**src/rtl/exp_acc_pkg.sv**
```systemverilog
// Shared types and widths for the exponential accelerator blocks.
// Anything that drives or consumes the exponential unit imports this package.
package exp_acc_pkg;

    localparam int EXP_XW = 16;
    localparam int EXP_IW = 2;
    localparam int EXP_FW = 16;

    typedef enum logic [2:0] {
        IDLE      = 3'd0,
        START     = 3'd1,
        WAIT_LOW  = 3'd2,
        WAIT_HIGH = 3'd3,
        RESP      = 3'd4
    } arb_state_t;

endpackage

```
**src/rtl/rr_picker.sv**
```systemverilog
// Combinational rotating-priority picker: the first asserted request at or
// after ptr (wrapping modulo NREQ) wins.
module rr_picker #(
    parameter int NREQ = 4,
    parameter int IDW  = 2
) (
    input  logic [NREQ-1:0] req,
    input  logic [IDW-1:0]  ptr,
    output logic            gnt_valid,
    output logic [IDW-1:0]  gnt_id
);

    function automatic logic [IDW-1:0] rot(input logic [IDW-1:0] base, input int off);
        int idx;
        idx = (int'(base) + off) % NREQ;
        return IDW'(idx);
    endfunction

    // Scan from the farthest offset down so the nearest request overwrites last.
    always_comb begin
        gnt_valid = 1'b0;
        gnt_id    = '0;
        for (int i = NREQ - 1; i >= 0; i--) begin
            if (req[rot(ptr, i)]) begin
                gnt_valid = 1'b1;
                gnt_id    = rot(ptr, i);
            end
        end
    end

endmodule

```
**src/rtl/exp_arbiter.sv**
```systemverilog
// Round-robin sharing of one exponential unit among NREQ requesters, with
// stale-done filtering and a watchdog that aborts a hung operation.
module exp_arbiter
    import exp_acc_pkg::*;
#(
    parameter int NREQ    = 4,
    parameter int IDW     = 2,
    parameter int TIMEOUT = 1023
) (
    input  logic                   clk,
    input  logic                   rst,
    input  logic [NREQ-1:0]        req,
    input  logic [EXP_XW*NREQ-1:0] x_in,
    output logic [NREQ-1:0]        ack,
    output logic [EXP_IW-1:0]      res_int,
    output logic [EXP_FW-1:0]      res_frac,
    output logic [IDW-1:0]         res_id,
    output logic                   res_err,
    output logic                   busy,
    output logic [EXP_XW-1:0]      exp_x,
    output logic                   exp_start,
    input  logic                   exp_done,
    input  logic [EXP_IW-1:0]      exp_intpart,
    input  logic [EXP_FW-1:0]      exp_fracpart
);

    localparam int WDW = $clog2(TIMEOUT + 1);
    localparam logic [WDW-1:0] WD_MAX = WDW'(TIMEOUT);

    arb_state_t     state, state_n;
    logic [IDW-1:0] rr_ptr, cur_id, gnt_id;
    logic [WDW-1:0] wdog;
    logic           gnt_valid, wd_expired;
    logic           load_op, wdog_clr, wdog_inc, cap_ok, cap_err, rr_adv;

    rr_picker #(.NREQ(NREQ), .IDW(IDW)) u_picker (
        .req       (req),
        .ptr       (rr_ptr),
        .gnt_valid (gnt_valid),
        .gnt_id    (gnt_id)
    );

    assign wd_expired = (wdog == WD_MAX);
    assign busy       = (state != IDLE);
    assign exp_start  = (state == START);

    always_comb begin
        ack = '0;
        if (state == RESP) ack[cur_id] = 1'b1;
    end

    always_ff @(posedge clk or negedge rst) begin
        if (!rst) state <= IDLE;
        else      state <= state_n;
    end

    // A done already high on entry to WAIT_LOW belongs to the previous op.
    always_comb begin
        state_n  = state;
        load_op  = 1'b0;
        wdog_clr = 1'b0;
        wdog_inc = 1'b0;
        cap_ok   = 1'b0;
        cap_err  = 1'b0;
        rr_adv   = 1'b0;
        case (state)
            IDLE: begin
                if (gnt_valid) begin
                    load_op = 1'b1;
                    state_n = START;
                end
            end
            START: begin
                wdog_clr = 1'b1;
                state_n  = WAIT_LOW;
            end
            WAIT_LOW: begin
                if (!exp_done) begin
                    wdog_clr = 1'b1;
                    state_n  = WAIT_HIGH;
                end else if (wd_expired) begin
                    cap_err = 1'b1;
                    state_n = RESP;
                end else begin
                    wdog_inc = 1'b1;
                end
            end
            WAIT_HIGH: begin
                if (exp_done) begin
                    cap_ok  = 1'b1;
                    state_n = RESP;
                end else if (wd_expired) begin
                    cap_err = 1'b1;
                    state_n = RESP;
                end else begin
                    wdog_inc = 1'b1;
                end
            end
            RESP: begin
                rr_adv  = 1'b1;
                state_n = IDLE;
            end
            default: state_n = IDLE;
        endcase
    end

    always_ff @(posedge clk or negedge rst) begin
        if (!rst) begin
            rr_ptr   <= '0;
            cur_id   <= '0;
            exp_x    <= '0;
            wdog     <= '0;
            res_int  <= '0;
            res_frac <= '0;
            res_id   <= '0;
            res_err  <= 1'b0;
        end else begin
            if (load_op) begin
                cur_id <= gnt_id;
                exp_x  <= x_in[int'(gnt_id)*EXP_XW +: EXP_XW];
            end
            if (wdog_clr)      wdog <= '0;
            else if (wdog_inc) wdog <= wdog + 1'b1;
            if (cap_ok) begin
                res_int  <= exp_intpart;
                res_frac <= exp_fracpart;
                res_id   <= cur_id;
                res_err  <= 1'b0;
            end else if (cap_err) begin
                res_int  <= '0;
                res_frac <= '0;
                res_id   <= cur_id;
                res_err  <= 1'b1;
            end
            // The requester just served drops to lowest priority.
            if (rr_adv) rr_ptr <= (cur_id == IDW'(NREQ - 1)) ? '0 : cur_id + 1'b1;
        end
    end

endmodule

```
**config.mk**
```make
export PLATFORM = sky130hd
export DESIGN_NAME = exp_arbiter
export DESIGN_NICKNAME = d
export VERILOG_FILES = /design/src/rtl/exp_acc_pkg.sv /design/src/rtl/rr_picker.sv /design/src/rtl/exp_arbiter.sv
export SDC_FILE = /design/constraint.sdc
export NUM_CORES = 1
export LEC_CHECK = 0
export ABC_AREA = 1
export BUFFER_PORTS_ARGS = -buffer_cell sky130_fd_sc_hd__buf_2
export CAP_MARGIN = 10
export CORE_MARGIN = 1.5
export CORE_UTILIZATION = 25
export CTS_CLUSTER_DIAMETER = 60
export CTS_CLUSTER_SIZE = 40
export DETAILED_ROUTE_END_ITERATION = 8
export MAX_ROUTING_LAYER = met4
export PLACE_DENSITY_LB_ADDON = 0.08
export RECOVER_POWER = 50
export SLEW_MARGIN = 15
export SYNTH_ARGS = -nofsm -noshare
export SYNTH_HDL_FRONTEND = slang
export SYNTH_HIERARCHICAL = 1
export SYNTH_SLANG_ARGS = --single-unit
```
**constraint.sdc**
```tcl
create_clock -name clk -period 2.1 [get_ports clk]
set_clock_uncertainty 0.2 [all_clocks]
set_input_delay 0.105 -clock clk [delete_from_list [all_inputs] [get_ports clk]]
set_output_delay 0.105 -clock clk [all_outputs]
set_load 0.005 [all_outputs]
```
# After elaboration in Yosys (flattened, before gate mapping)
# Cells that the tools add are included.
[word_totals]
reg_bits = 54
in_bits = 89
out_inout_bits = 43
wordCells = 83
[classes]
n_addsub = 5
n_lt_le_gt_ge = 6
n_eq_ne = 7
shift = 1
muxes = 50
n_reduce_logical = 5
[op_table]
columns = ["cell", "count"]
rows = [
  ["$shiftx A64 B7 Y16", 1],
  ["$mux W16", 2],
  ["$mux W1", 23],
  ["$mux W10", 2],
  ["$mux W2", 9],
  ["$lt A2 B3 Y1 const B", 5],
  ["$mux W3", 4],
  ["$pmux W3 S4", 1],
  ["$add A10 B1 Y10 const B", 1],
  ["$eq A10 B10 Y1 const B", 1],
  ["$bmux W1 S2", 4],
  ["$eq A3 B2 Y1 const B", 2],
  ["$pmux W1 S2", 3],
  ["$add A2 B1 Y2 const B", 2],
  ["$add A2 B2 Y2 const B", 2],
  ["$mux W4", 1],
  ["$reduce_bool A2 Y1", 2],
  ["$eq A3 B1 Y1 const B", 1],
  ["$eq A3 B3 Y1 const B", 1],
  ["$logic_not A3 Y1", 1],
  ["$reduce_bool A3 Y1", 1],
  ["$demux W1 S2", 1],
  ["$eq A2 B2 Y1 const B", 1],
  ["$ge A2 B1 Y1 const B", 1],
  ["2 further kinds", 2],
]

# Longest topological paths before layout
[depth]
depth_word = 9
ltp_mapped = 14

# Cells and area by module
# The synthesis kept the hierarchy.
[modules_own_cells]
columns = ["module", "n_inst", "cells_per_inst", "area_per_inst_um2", "seq_area_each_um2"]
rows = [
  ["exp_arbiter", 1, 367, 2917.8, 1351.3],
  ["rr_picker", 1, 46, 212.7, 0.0],
]

# Least setup slack after synthesis
# Ideal clock, no wire load.
[synth_timing]
kind = "flip-flop to flip-flop"
start = "register rr_ptr[0]"
end = "register exp_x[13]"
setup_time_ps = 79
arrival_ps = 1777
required_time_ps = 1821
path_slack_ps = 44
path_stages_with_launch = 12
n_path_buf = 2
period_less_slack_ps = 2056
path_cell_list = "dfrtp_1 buf_6 nand2_2 and2_4 nand2_2 nand2_1 inv_1 a21boi_1 clkbuf_1 o21ai_0 o21a_1 a2bb2oi_1"
[synth_between]
elab_cells_between_ends = 22
cone_classes = "add/sub: 3; shift: 1; mux: 18"
[synth_lines]
columns = ["element", "line_no", "source"]
rows = [
  ["from (decl)", "exp_arbiter.sv:31", "logic [IDW-1:0] rr_ptr, cur_id, gnt_id;"],
  ["from (signal assigned)", "exp_arbiter.sv:136", "if (rr_adv) rr_ptr <= (cur_id == IDW'(NREQ - 1)) ? '0 : cur_id + 1'b1;"],
  ["$add A2 B2 Y2", "rr_picker.sv:15", "idx = (int'(base) + off) % NREQ;"],
  ["$bmux W1 S2", "rr_picker.sv:24", "if (req[rot(ptr, i)]) begin"],
  ["$mux W1 (implied by the code)", "rr_picker.sv:24", ""],
  ["$mux W2 (3 in series)", "rr_picker.sv:24", ""],
  ["$mux W2 *", "rr_picker.sv:24", ""],
  ["net gnt_id[1]", "exp_arbiter.sv:31", ""],
  ["$shiftx A64 B7 Y16 *", "exp_arbiter.sv:120", "exp_x <= x_in[int'(gnt_id)*EXP_XW +: EXP_XW];"],
  ["to (signal assigned)", "exp_arbiter.sv:120", ""],
  ["to (decl)", "exp_arbiter.sv:20", "output logic [EXP_XW-1:0] exp_x,"],
]
# The timed path passes the listed nets; every way through them passes the cells marked *. The select of a mux whose other input is x is not followed.
# A chain may end at the register's enable or synchronous reset.

# Worst setup path after layout
[layout_timing]
start = "register rr_ptr[0]"
end = "register exp_x[5]"
# The elaborated chain is that of the path after synthesis.

==> impl_metrics.tcl <==
set metrics [dict create \
    crit_fanout 7 \
    fin_crit_sh_pct 98.9 \
    clockPowerShare_pct 12.3 \
    syn_nets 507 \
    cts_made_buffers 5 \
    dp.cells 713 \
    min_from "x_in[49]" \
    clk_latency_ps 290 \
    pin_count 132 \
    pwr-share-seq_pct 22.4 \
    cpMostUsedCell "nand2_4" \
    finalPower_w 0.00785 \
    instances_no_fill 783 \
    ys_warn_count 6 \
    synthSimpleGateAreaFrac_pct 30.0 \
    setup_ws_ps 22.6 \
    grt.overflow.total 0 \
    coreArea_um2 12100 \
    initial_core_util_pct 25.8 \
    switchingPower_w 0.00339 \
    worst_setup_path_end_kind "flop" \
    path_clk_slew_ps 70 \
    drt-initial-drc-count 178 \
    synth_top_cell_by_area "dfrtp_1" \
    r2r-start "rr_ptr[0]$_DFFE_PN0P_" \
    switching_share_pct 43.1 \
    dieArea_um2 13200 \
    combPwrFrac_pct 65.3 \
    min_period_ps 2080 \
    antenna_found_initial 0 \
    final_util_pct 43.3 \
    synth_top_family_by_area "simple AND/OR/NAND/NOR gates" \
    clockRootBuffer "clkbuf_16" \
    nFillCells 1250 \
    cts_tree "built" \
    tightestPinTransition_ps 1420 \
    synth_compound_area_share_pct 16.6 \
    start_kind "flop" \
    cp_cell_sequence "buf_6 -> nand2_4 -> and2_4 -> nand2_4 -> nand2_4 -> inv_4 -> nand2_4 -> nand2_4 -> nand2_8 -> clkbuf_16 -> nor2_1 -> nor2_1 -> o21ai_2 -> a2bb2oi_2" \
    rsz0062_at_grt "yes" \
    hold_viol 0 \
    wire_per_inst_um 13.7 \
    min_path_cells 4 \
    clock_path_buffers 2 \
    htreeDepth 2 \
    drive_gt1_share_pct 35.1 \
    drtPass1Iterations 4 \
    syn_inst 413 \
    p_leak_nw 2.52 \
    port_buffers 131 \
    reg2reg_setup_slack_ps 20 \
    setup_viol 0 \
    grt_pass1_wl_mm 15.8 \
    arrival_ps 2100 \
    avgSynthCellArea_um2 7.58 \
    fin_nets 708 \
    min_to "exp_x[1]$_DFFE_PN0P_" \
    hp-class "input port to flop" \
    required_ps 2120 \
    ys_seq_elements 54 \
    tns_ps 0 \
    mostFrequentLayoutCell "buf_2" \
    clkSinkCount 54 \
    via_per_inst 4.45 \
    area_delta_synth_final_pct 67.6 \
    placementRows 40 \
    synth_adder_area_share_pct 2.00 \
    slew_headroom_pct 5.34 \
    powerDensity_nw_per_um2 1500 \
    grt_max_degree 37 \
    r2r_end "exp_x[5]$_DFFE_PN0P_" \
    pre_cts_ws_ps -81.3 \
    place_congestion 0.786 \
    dieWidth_um 115 \
    critPathKind "flop to flop" \
    grt_pass1_vias 3290 \
    synthMuxAreaShare_pct 0.360 \
    cp_top_family "simple AND/OR/NAND/NOR gates" \
    drtAntennaViolNets 0 \
    grt_usage_pct 15.6 \
    vias 3481 \
    internal_power_w 0.00446 \
    synth-xor-area-share_pct 0.280 \
    status "complete, no violations" \
    routed_wl_mm 10.7 \
    layout.cells.most_common_list "105 x buf_2, 101 x nand2_1, 52 x dfrtp_1, 52 x dlygate4sd3_1, 51 x nor2_1" \
    yosysSeqAreaShare_pct 43.2 \
    num_antenna_cells 0 \
    cap_violations 0 \
    cpPeakStageDelay_ps 450 \
    synthesis.area_um2 3130 \
    critPathBufInv 3 \
    synth.area.top_cells "dfrtp_1 43%, nand2_1 13%, nor2_1 7.8%" \
    fmax_mhz 481 \
    fp.dieH_um 115 \
    vdd_drop_max_uv 528 \
    netlist.area_leader.share_pct 43.2 \
    drc 0 \
    synth_cell_types 32 \
    reg2reg_depth 14 \
    slew_violations 0 \
    dp_hpwl_mm 6.69 \
    crit_slowest_cell "dfrtp_2" \
]
## cells in the mapped netlist, drive strengths merged
cell / instances
nor3: 2
and2: 1
a21oi: 4
o21a: 16
clkbuf: 7
nand4: 8
nand2: 116
xnor2: 1
buf: 12
dfrtp: 54
o31ai: 1
o21ai: 42
clkinv: 1
mux2: 1
a2bb2oi: 16
inv: 29
o21bai: 1
or2: 1
nand3: 24
ha: 5
nor2: 70
a21boi: 1
## area by class of cell
cell class / instances / area (um^2) / share of cell area, %
Multi-Input combinational cell: 310 / 1840 / 35.0
Timing Repair Buffer: 213 / 1550 / 29.5
Sequential cell: 54 / 1350 / 25.8
Tap cell: 168 / 210 / 4.01
Inverter: 30 / 128 / 2.43
Clock buffer: 5 / 125 / 2.38
Clock inverter: 3 / 43.8 / 0.835
## metrics by stage
stage | hold WS (ps) | cell area, um^2
finish | 5.68 | 5250
global route | 16.3 | 5250
CTS | 0.679 | 4770
detailed placement | -50.8 | 4060
global placement | -61.5 | 4060
floorplan | -391 | 3130
## worst reg2reg max path: cells and delay by family, from the launching register on
kind | cells | cell delay, ps
AND/OR/NAND/NOR | 9 | 770
AO/OA/AOI/OAI | 2 | 220
flip-flops | 1 | 450
buffers and inverters | 3 | 380
## flip-flops by register name, indices dropped and copies added (netlist names)
| register | cells |
|---|---|
| exp_x | 16 |
| cur_id | 2 |
| res_id | 2 |
| res_err | 1 |
| rr_ptr | 2 |
| res_int | 2 |
| wdog | 10 |
| state | 3 |
| res_frac | 16 |
## power by group through the flow
stage	logic [W]	clock network (W)	registers (W)
final	0.00513	0.000968	0.00176
after global routing	0.00565	0.00105	0.00181
after CTS	0.00367	0.00102	0.00171
after detailed placement	0.00345	0	0.00173
after global placement	0.00343	0	0.00173
after floorplan	0.00222	0	0.00174
## kinds of logic after synthesis
family,after synthesis
AND/OR/NAND/NOR,222
AO/OA/AOI/OAI,81
flip-flops,54
buffers and inverters,49
adder cells (fa/ha/maj),5
XOR/XNOR,1
multiplexers,1
## metal layers
| metal | global-route usage [%] | vias to the layer above | share of wire (%) |
|---|---|---|---|
| met3 | 2.79 | 6 | 5.7 |
| met5 | - | - | 0 |
| met4 | 3.70 | 0 | 0.80 |
| met1 | 17.9 | 1625 | 41 |
| li1 | - | 1744 | - |
| met2 | 28.1 | 106 | 53 |
## worst max path at each step
stage	cells after the start	start	to	slack, ps
2_1_floorplan	11	rr_ptr[0]$_DFFE_PN0P_	exp_x[13]$_DFFE_PN0P_	40
3_3_place_gp	10	rr_ptr[0]$_DFFE_PN0P_	exp_x[15]$_DFFE_PN0P_	-30
3_5_place_dp	10	rr_ptr[0]$_DFFE_PN0P_	exp_x[13]$_DFFE_PN0P_	-80
4_1_cts	10	rr_ptr[0]$_DFFE_PN0P_	exp_x[13]$_DFFE_PN0P_	8
5_1_grt	10	rr_ptr[0]$_DFFE_PN0P_	exp_x[11]$_DFFE_PN0P_	-90
6_report	14	rr_ptr[0]$_DFFE_PN0P_	exp_x[5]$_DFFE_PN0P_	20
## timing repair
item / CTS / global route
gates cloned: 1 / 7
endpoints found under the hold margin: 55 / 2
hold buffers: 50 / 2
setup buffers: 0 / 2
gates resized for setup: 10 / 104
setup endpoints to repair: 34 / 16
pin swaps: 0 / 26
Power figures use the tool's default switching activity.
